## src/rtl/rv32i_pkg.sv

```systemverilog
// Shared types and constants for the RV32I register-file write-back path.
package rv32i_pkg;

  localparam int XLEN       = 32;
  localparam int REG_ADDR_W = 5;

  localparam logic [2:0] LB  = 3'b000;
  localparam logic [2:0] LH  = 3'b001;
  localparam logic [2:0] LW  = 3'b010;
  localparam logic [2:0] LBU = 3'b100;
  localparam logic [2:0] LHU = 3'b101;

  typedef struct packed {
    logic [REG_ADDR_W-1:0] rd;
    logic [2:0]            funct3;
    logic [1:0]            addr_lo;
  } lq_entry_t;

endpackage

```

## src/rtl/rv32i_writeback_if.sv

```systemverilog
// Bundle of ALU, load-issue, load-response and register-file write signals.
// RV32I_WB_FWD_EN adds the forwarding taps on the registered write.
interface rv32i_writeback_if #(parameter int XLEN = 32);

  logic            alu_valid;
  logic [4:0]      alu_rd;
  logic [XLEN-1:0] alu_data;
  logic            alu_ready;

  logic            ld_issue;
  logic [4:0]      ld_issue_rd;
  logic [2:0]      ld_issue_funct3;
  logic [1:0]      ld_issue_addr_lo;
  logic            ld_issue_ready;

  logic            ld_resp_valid;
  logic [XLEN-1:0] ld_resp_data;

  logic            rf_write;
  logic [4:0]      rf_reg_w0;
  logic [XLEN-1:0] rf_in;
  logic [31:0]     busy_mask;
  logic            err_unexpected;

`ifdef RV32I_WB_FWD_EN
  logic [4:0]      fwd_rs0;
  logic [4:0]      fwd_rs1;
  logic            fwd_hit0;
  logic            fwd_hit1;
  logic [XLEN-1:0] fwd_data0;
  logic [XLEN-1:0] fwd_data1;
`endif

  // master is the write-back unit, slave is the pipeline / memory side
  modport master (
    input  alu_valid, alu_rd, alu_data,
    input  ld_issue, ld_issue_rd, ld_issue_funct3, ld_issue_addr_lo,
    input  ld_resp_valid, ld_resp_data,
`ifdef RV32I_WB_FWD_EN
    input  fwd_rs0, fwd_rs1,
    output fwd_hit0, fwd_hit1, fwd_data0, fwd_data1,
`endif
    output alu_ready, ld_issue_ready,
    output rf_write, rf_reg_w0, rf_in, busy_mask, err_unexpected
  );

  modport slave (
    output alu_valid, alu_rd, alu_data,
    output ld_issue, ld_issue_rd, ld_issue_funct3, ld_issue_addr_lo,
    output ld_resp_valid, ld_resp_data,
`ifdef RV32I_WB_FWD_EN
    output fwd_rs0, fwd_rs1,
    input  fwd_hit0, fwd_hit1, fwd_data0, fwd_data1,
`endif
    input  alu_ready, ld_issue_ready,
    input  rf_write, rf_reg_w0, rf_in, busy_mask, err_unexpected
  );

endinterface

```

## src/rtl/rv32i_wb_load_queue.sv

```systemverilog
// In-order FIFO of outstanding load descriptors; head is the next response owner.
module rv32i_wb_load_queue
  import rv32i_pkg::*;
#(
  parameter int DEPTH = 2
) (
  input  logic      clk,
  input  logic      rst,
  input  logic      i_push,
  input  lq_entry_t i_entry,
  input  logic      i_pop,
  output lq_entry_t o_head,
  output logic      o_full,
  output logic      o_empty
);

  localparam int AW = $clog2(DEPTH);

  logic [AW:0] r_wr_ptr;
  logic [AW:0] r_rd_ptr;
  lq_entry_t   r_mem [DEPTH];
  logic        w_push_ok;
  logic        w_pop_ok;

  assign o_empty   = (r_wr_ptr == r_rd_ptr);
  assign o_full    = (r_wr_ptr[AW] != r_rd_ptr[AW]) &&
                     (r_wr_ptr[AW-1:0] == r_rd_ptr[AW-1:0]);
  assign o_head    = r_mem[r_rd_ptr[AW-1:0]];
  assign w_push_ok = i_push && !o_full;
  assign w_pop_ok  = i_pop && !o_empty;

  // NOTE: state registers use non-blocking assignment so every flop samples pre-edge values.
  always_ff @(posedge clk or posedge rst) begin
    if (rst) begin
      r_wr_ptr <= '0;
      r_rd_ptr <= '0;
    end else begin
      if (w_push_ok) r_wr_ptr <= r_wr_ptr + {{AW{1'b0}}, 1'b1};
      if (w_pop_ok)  r_rd_ptr <= r_rd_ptr + {{AW{1'b0}}, 1'b1};
    end
  end

  // NOTE: storage is not reset; the pointers alone decide which entries are valid.
  always_ff @(posedge clk) begin
    if (w_push_ok) r_mem[r_wr_ptr[AW-1:0]] <= i_entry;
  end

endmodule

```

## src/rtl/rv32i_writeback.sv

```systemverilog
// Register-file write master: merges ALU results and in-order load responses,
// extends loaded bytes/halves and tracks pending load destinations.
// Optional RV32I_WB_FWD_EN exposes the registered write for operand forwarding.
module rv32i_writeback #(
  parameter int LQ_DEPTH = 2,
  parameter int XLEN     = 32
) (
  input  logic               clk,
  input  logic               rst,
  rv32i_writeback_if.master  bus
);

  import rv32i_pkg::*;

  function automatic logic [XLEN-1:0] load_extend(input logic [2:0]      f3,
                                                  input logic [1:0]      lo,
                                                  input logic [XLEN-1:0] word);
    logic [7:0]  b;
    logic [15:0] h;
    b = word[{lo, 3'b000} +: 8];
    h = lo[1] ? word[31:16] : word[15:0];
    case (f3)
      LB:      load_extend = {{(XLEN-8){b[7]}}, b};
      LBU:     load_extend = {{(XLEN-8){1'b0}}, b};
      LH:      load_extend = {{(XLEN-16){h[15]}}, h};
      LHU:     load_extend = {{(XLEN-16){1'b0}}, h};
      default: load_extend = word;
    endcase
  endfunction

  logic            w_lq_full;
  logic            w_lq_empty;
  logic            w_issue_ok;
  logic            w_push;
  logic            w_pop;
  logic            w_alu_ok;
  logic            w_alu_accept;
  lq_entry_t       w_head;
  lq_entry_t       w_issue_entry;
  logic [31:0]     w_busy_next;

  logic [31:0]     r_busy;
  logic            r_rf_write;
  logic [4:0]      r_rf_reg_w0;
  logic [XLEN-1:0] r_rf_in;
  logic            r_err;

  assign w_issue_ok    = !w_lq_full && !(bus.ld_issue_rd != '0 && r_busy[bus.ld_issue_rd]);
  assign w_push        = bus.ld_issue && w_issue_ok;
  assign w_pop         = bus.ld_resp_valid && !w_lq_empty;
  assign w_alu_ok      = !bus.ld_resp_valid && !(bus.alu_rd != '0 && r_busy[bus.alu_rd]);
  assign w_alu_accept  = bus.alu_valid && w_alu_ok;
  assign w_issue_entry = '{rd: bus.ld_issue_rd, funct3: bus.ld_issue_funct3,
                           addr_lo: bus.ld_issue_addr_lo};

  rv32i_wb_load_queue #(.DEPTH(LQ_DEPTH)) u_lq (
    .clk     (clk),
    .rst     (rst),
    .i_push  (w_push),
    .i_entry (w_issue_entry),
    .i_pop   (w_pop),
    .o_head  (w_head),
    .o_full  (w_lq_full),
    .o_empty (w_lq_empty)
  );

  // NOTE: combinational blocks assign a default first so no path leaves a latch behind.
  always_comb begin
    w_busy_next = r_busy;
    if (w_pop)                             w_busy_next[w_head.rd] = 1'b0;
    if (w_push && bus.ld_issue_rd != '0)   w_busy_next[bus.ld_issue_rd] = 1'b1;
  end

  always_ff @(posedge clk or posedge rst) begin
    if (rst) begin
      r_busy      <= '0;
      r_rf_write  <= 1'b0;
      r_rf_reg_w0 <= '0;
      r_rf_in     <= '0;
      r_err       <= 1'b0;
    end else begin
      r_busy     <= w_busy_next;
      r_rf_write <= 1'b0;
      // Load response wins the write port; x0 targets are consumed silently.
      if (w_pop) begin
        if (w_head.rd != '0) begin
          r_rf_write  <= 1'b1;
          r_rf_reg_w0 <= w_head.rd;
          r_rf_in     <= load_extend(w_head.funct3, w_head.addr_lo, bus.ld_resp_data);
        end
      end else if (w_alu_accept && bus.alu_rd != '0) begin
        r_rf_write  <= 1'b1;
        r_rf_reg_w0 <= bus.alu_rd;
        r_rf_in     <= bus.alu_data;
      end
      if (bus.ld_resp_valid && w_lq_empty) r_err <= 1'b1;
    end
  end

  assign bus.alu_ready      = w_alu_ok;
  assign bus.ld_issue_ready = w_issue_ok;
  assign bus.rf_write       = r_rf_write;
  assign bus.rf_reg_w0      = r_rf_reg_w0;
  assign bus.rf_in          = r_rf_in;
  assign bus.busy_mask      = r_busy;
  assign bus.err_unexpected = r_err;

`ifdef RV32I_WB_FWD_EN
  assign bus.fwd_hit0  = r_rf_write && (r_rf_reg_w0 == bus.fwd_rs0) && (bus.fwd_rs0 != '0);
  assign bus.fwd_hit1  = r_rf_write && (r_rf_reg_w0 == bus.fwd_rs1) && (bus.fwd_rs1 != '0);
  assign bus.fwd_data0 = r_rf_in;
  assign bus.fwd_data1 = r_rf_in;
`endif

endmodule

```

## src/flat_wrapper.sv

```systemverilog
// flat-port wrapper written by rule: the top's interface ports become plain ports
module rv32i_writeback_flat import rv32i_pkg::*;
#(
  parameter int LQ_DEPTH = 2,
  parameter int XLEN     = 32
)
  (clk, rst, bus_alu_valid, bus_alu_rd, bus_alu_data, bus_ld_issue, bus_ld_issue_rd, bus_ld_issue_funct3, bus_ld_issue_addr_lo, bus_ld_resp_valid, bus_ld_resp_data, bus_alu_ready, bus_ld_issue_ready, bus_rf_write, bus_rf_reg_w0, bus_rf_in, bus_busy_mask, bus_err_unexpected);
  rv32i_writeback_if #(.XLEN(XLEN)) bus_i ();
  input  logic clk;
  input  logic rst;
  input wire logic [$bits(bus_i.alu_valid)-1:0] bus_alu_valid;
  input wire logic [$bits(bus_i.alu_rd)-1:0] bus_alu_rd;
  input wire logic [$bits(bus_i.alu_data)-1:0] bus_alu_data;
  input wire logic [$bits(bus_i.ld_issue)-1:0] bus_ld_issue;
  input wire logic [$bits(bus_i.ld_issue_rd)-1:0] bus_ld_issue_rd;
  input wire logic [$bits(bus_i.ld_issue_funct3)-1:0] bus_ld_issue_funct3;
  input wire logic [$bits(bus_i.ld_issue_addr_lo)-1:0] bus_ld_issue_addr_lo;
  input wire logic [$bits(bus_i.ld_resp_valid)-1:0] bus_ld_resp_valid;
  input wire logic [$bits(bus_i.ld_resp_data)-1:0] bus_ld_resp_data;
  output wire logic [$bits(bus_i.alu_ready)-1:0] bus_alu_ready;
  output wire logic [$bits(bus_i.ld_issue_ready)-1:0] bus_ld_issue_ready;
  output wire logic [$bits(bus_i.rf_write)-1:0] bus_rf_write;
  output wire logic [$bits(bus_i.rf_reg_w0)-1:0] bus_rf_reg_w0;
  output wire logic [$bits(bus_i.rf_in)-1:0] bus_rf_in;
  output wire logic [$bits(bus_i.busy_mask)-1:0] bus_busy_mask;
  output wire logic [$bits(bus_i.err_unexpected)-1:0] bus_err_unexpected;
  assign bus_i.alu_valid = bus_alu_valid;
  assign bus_i.alu_rd = bus_alu_rd;
  assign bus_i.alu_data = bus_alu_data;
  assign bus_i.ld_issue = bus_ld_issue;
  assign bus_i.ld_issue_rd = bus_ld_issue_rd;
  assign bus_i.ld_issue_funct3 = bus_ld_issue_funct3;
  assign bus_i.ld_issue_addr_lo = bus_ld_issue_addr_lo;
  assign bus_i.ld_resp_valid = bus_ld_resp_valid;
  assign bus_i.ld_resp_data = bus_ld_resp_data;
  assign bus_alu_ready = bus_i.alu_ready;
  assign bus_ld_issue_ready = bus_i.ld_issue_ready;
  assign bus_rf_write = bus_i.rf_write;
  assign bus_rf_reg_w0 = bus_i.rf_reg_w0;
  assign bus_rf_in = bus_i.rf_in;
  assign bus_busy_mask = bus_i.busy_mask;
  assign bus_err_unexpected = bus_i.err_unexpected;
  rv32i_writeback #(.LQ_DEPTH(LQ_DEPTH), .XLEN(XLEN)) u_core (.clk(clk), .rst(rst), .bus(bus_i));
endmodule
```

## config.mk

```make
export PLATFORM = sky130hd
export DESIGN_NAME = rv32i_writeback_flat
export DESIGN_NICKNAME = d
export VERILOG_FILES = /design/src/rtl/rv32i_pkg.sv /design/src/rtl/rv32i_writeback_if.sv /design/src/rtl/rv32i_wb_load_queue.sv /design/src/rtl/rv32i_writeback.sv /design/src/flat_wrapper.sv
export SDC_FILE = /design/constraint.sdc
export NUM_CORES = 1
export LEC_CHECK = 0
export CORE_MARGIN = 4
export CORE_UTILIZATION = 49
export DETAILED_ROUTE_END_ITERATION = 16
export GPL_TIMING_DRIVEN = 1
export PLACE_DENSITY = 0.83
export SETUP_SLACK_MARGIN = 0.05
export SYNTH_ARGS = -nofsm -noshare
export SYNTH_HDL_FRONTEND = slang
export SYNTH_SLANG_ARGS = --single-unit
```

## constraint.sdc

```tcl
create_clock -name clk -period 5.7 [get_ports clk]
set_clock_uncertainty 0.05 [all_clocks]
set_input_delay 0.57 -clock clk [delete_from_list [all_inputs] [get_ports clk]]
set_output_delay 0.57 -clock clk [all_outputs]
set_load 0.05 [all_outputs]
```

==> out/summary.txt <==
status -> finished clean
DP HPWL -> 12600 um
crit path DAT -> 4.00 ns
Leak -> 2.84 nW
Main synth FF type -> dfrtp_1
drt total wl -> 17400 um
grt met1 use -> 36.5%
H-tree levels -> 3
Final WS setup -> 1.08 ns
most frequent cells in the layout -> clkdlybuf4s50_1 (156), dfrtp_1 (75), o21ai_0 (64)
Slew @ Worst Pin -> 1.19 ns
Max Clk Rate -> 0.216 GHz
Filler cells -> 772
fin crit period -> 4.62 ns
antenna-violating nets left -> 0
vias in the first global route -> 5062
Startpoint Class -> primary input
hold_buf cts -> 0
final period utilization -> 81.1%
Crit Path Max Fanout -> 13
power share of the clock group -> 10.7%
worst-skew pair later-pin latency -> 0.37 ns
Fin. Hold Viols -> 0
port bufs -> 156
critical path type -> primary input to output pin
largest net degree at the start of global routing -> 76
max incr delay on CP -> 0.90 ns
share of layout cells above drive strength 1 -> 11.6%
CTS Sinks -> 95
grt met2 use -> 45.7%
Placed Cells -> 774
Post-route DRC -> 0
vias per cell -> 6.22
FF+latch count, synth -> 95
Pwr Total -> 4.62 mW
fin cells -> 790
Cell variety after synth -> 54
async set-reset flop share out of synthesis -> 78.9%
Hold Crit Class -> flop to flop
total negative setup slack -> 0 ns
unrepaired setup endpoints after global routing -> no
kind of cell adding the most delay to the critical path -> buffers and inverters
1st-pass router iterations -> 6
CTS Buf Count -> 9
switching share of power -> 49.7%
DR WL/cell -> 22.0 um
Site Rows -> 37
PD cells -> 644 nW/um2
Starting Density -> 50.9%
Initial DRC Count -> 497
Seq/Total Area, Yosys -> 46.7%
Cells after Synth -> 507
initial antenna violation count -> 0
YS warnings -> 0
global route overflow -> 0
cell-internal power -> 2.32 mW
Synth Net Count -> 591
M3 GR Usage -> 6.58%
Sw Pwr -> 2.30 mW
Peak VDD IR -> 0.437 mV
most common cell after layout, fill and taps aside -> clkdlybuf4s50_1
Top-Level Pins -> 157
Die Y -> 112 um
Combinational Power Share -> 62.2%
Worst Path Required -> 5.08 ns
Seq pwr share -> 27.2%
Slew Limit Fails -> 0
vias post-DR -> 4913
routability cong. -> 0.944
Mean Syn Cell Area -> 10.5 um2
setup bufs post-CTS -> 0
max cap viols -> 0
worst path cell trace -> clkdlybuf4s50_1 -> mux4_1 -> a32o_1 -> a211o_1 -> o31ai_1 -> and2_1 -> clkdlybuf4s50_1
Netlist Area Pre-Place -> 5300 um2
clock-pin slew on the worst setup and hold paths -> 0.08 ns
first-pass GRT wire length -> 27600 um
EDFF count, synth -> 20
CTS tree -> done
max_slew headroom -> 20.6%
Nets -> 733
Core Region -> 10400 um2
DIE WIDTH -> 112 um
GRT busiest layer -> met2
final setup vio count -> 0
clk buf depth -> 2
CTS resizes -> 0
WP buf/inv -> 2
# diodes -> 0
Overall Global Routing Usage -> 27.7%
CP endpoint kind -> output pin
Syn-to-layout area delta -> 35.5%
root buffer cell -> clkbuf_8
slowest CP cell -> clkdlybuf4s50_1
pre-CTS setup slack -> 1.12 ns
CP dominant cell by count -> clkdlybuf4s50_1
die area -> 12500 um2
-- metrics by stage --
step                area [um2]  util, %  hold WS, ns
finish                    7180     68.9        0.440
global route              7180     68.9        0.467
CTS                       7180     68.9        0.443
detailed placement        6960     66.8        0.421
global placement          6960     66.8        0.413
floorplan                 5300        -        0.412
-- state kept, by name, summed over array words and instances (netlist names) --
name,count
u_core.bus.rf_reg_w0,5
u_core.bus.rf_in,32
u_core.bus.err_unexpected,1
u_core.bus.busy_mask,32
u_core.u_lq.r_wr_ptr,2
u_core.u_lq.r_rd_ptr,2
u_core.u_lq.r_mem,20
u_core.bus.rf_write,1
-- kinds of logic after synthesis --
family	share of synthesized area, %
flops	46.7
xor+xnor	0.992
simple gates	11.9
compound gates	17.9
mux	19.1
buf+inv	3.35
-- synthesized netlist by cell type, drive strengths merged, types with 2 or more instances --
cell / number / area, um2
buf: 11 / 72.6
mux2: 45 / 507
nand3b: 6 / 45.0
or3: 6 / 42.5
o211a: 8 / 80.1
a221oi: 3 / 26.3
clkbuf: 19 / 71.3
o221ai: 6 / 52.6
nor3: 5 / 25.0
o21bai: 2 / 15.0
o22ai: 2 / 12.5
a21oi: 27 / 135
nand3: 3 / 15.0
xnor2: 3 / 26.3
o21a: 2 / 15.0
o41ai: 8 / 70.1
o31ai: 3 / 22.5
a211o: 2 / 17.5
nand2: 56 / 210
dfrtp: 75 / 1880
nand2b: 7 / 43.8
edfxtp: 20 / 601
o21ai: 80 / 400
xor2: 3 / 26.3
or3b: 2 / 17.5
mux4: 12 / 297
a31oi: 2 / 12.5
mux2i: 21 / 210
nor2b: 5 / 31.3
nor3b: 3 / 22.5
and2: 2 / 12.5
nor2: 34 / 128
inv: 8 / 30.0
-- layout make-up --
class	count	area, um2	share of cell area [%]
sequential	95	2480	34.5
clock buffer	12	178	2.47
timing repair buffer	161	1600	22.3
multi-input combinational	373	2680	37.2
tap	136	170	2.37
inverter	9	33.8	0.470
clock inverter	4	48.8	0.679
-- power groups by stage --
stage / logic [mW] / registers, mW / clock network (mW)
finish: 2.87 / 1.26 / 0.493
global route: 3.04 / 1.29 / 0.528
CTS: 2.87 / 1.24 / 0.502
detailed placement: 2.86 / 1.26 / 0
global placement: 2.82 / 1.25 / 0
floorplan: 1.15 / 2.02 / 0
-- path summary, 6_finish.rpt --
check / start / end / slack [ns] / cells past startpoint
max: bus_ld_issue_rd[0] / bus_ld_issue_ready / 1.08 / 7
min: u_core.u_lq.r_wr_ptr[1] / u_core.u_lq.r_wr_ptr[1] / 0.44 / 1
max reg2reg: u_core.bus.busy_mask[5] / u_core.u_lq.r_mem[0][8] / 2.35 / 6
min reg2reg: u_core.u_lq.r_wr_ptr[1] / u_core.u_lq.r_wr_ptr[1] / 0.44 / 1
max in group asynchronous: rst / u_core.bus.busy_mask[4] / 4.20 / 3
min in group asynchronous: rst / u_core.bus.rf_in[17] / 0.77 / 3
-- metal layers --
metal  part of all wire [%]  vias up
met2                     48      341
met3                     10       32
met1                     40     2364
met4                    2.2        0
met5                      0        -
li1                       -     2176
No activity file was read; power rests on OpenSTA's default activity.
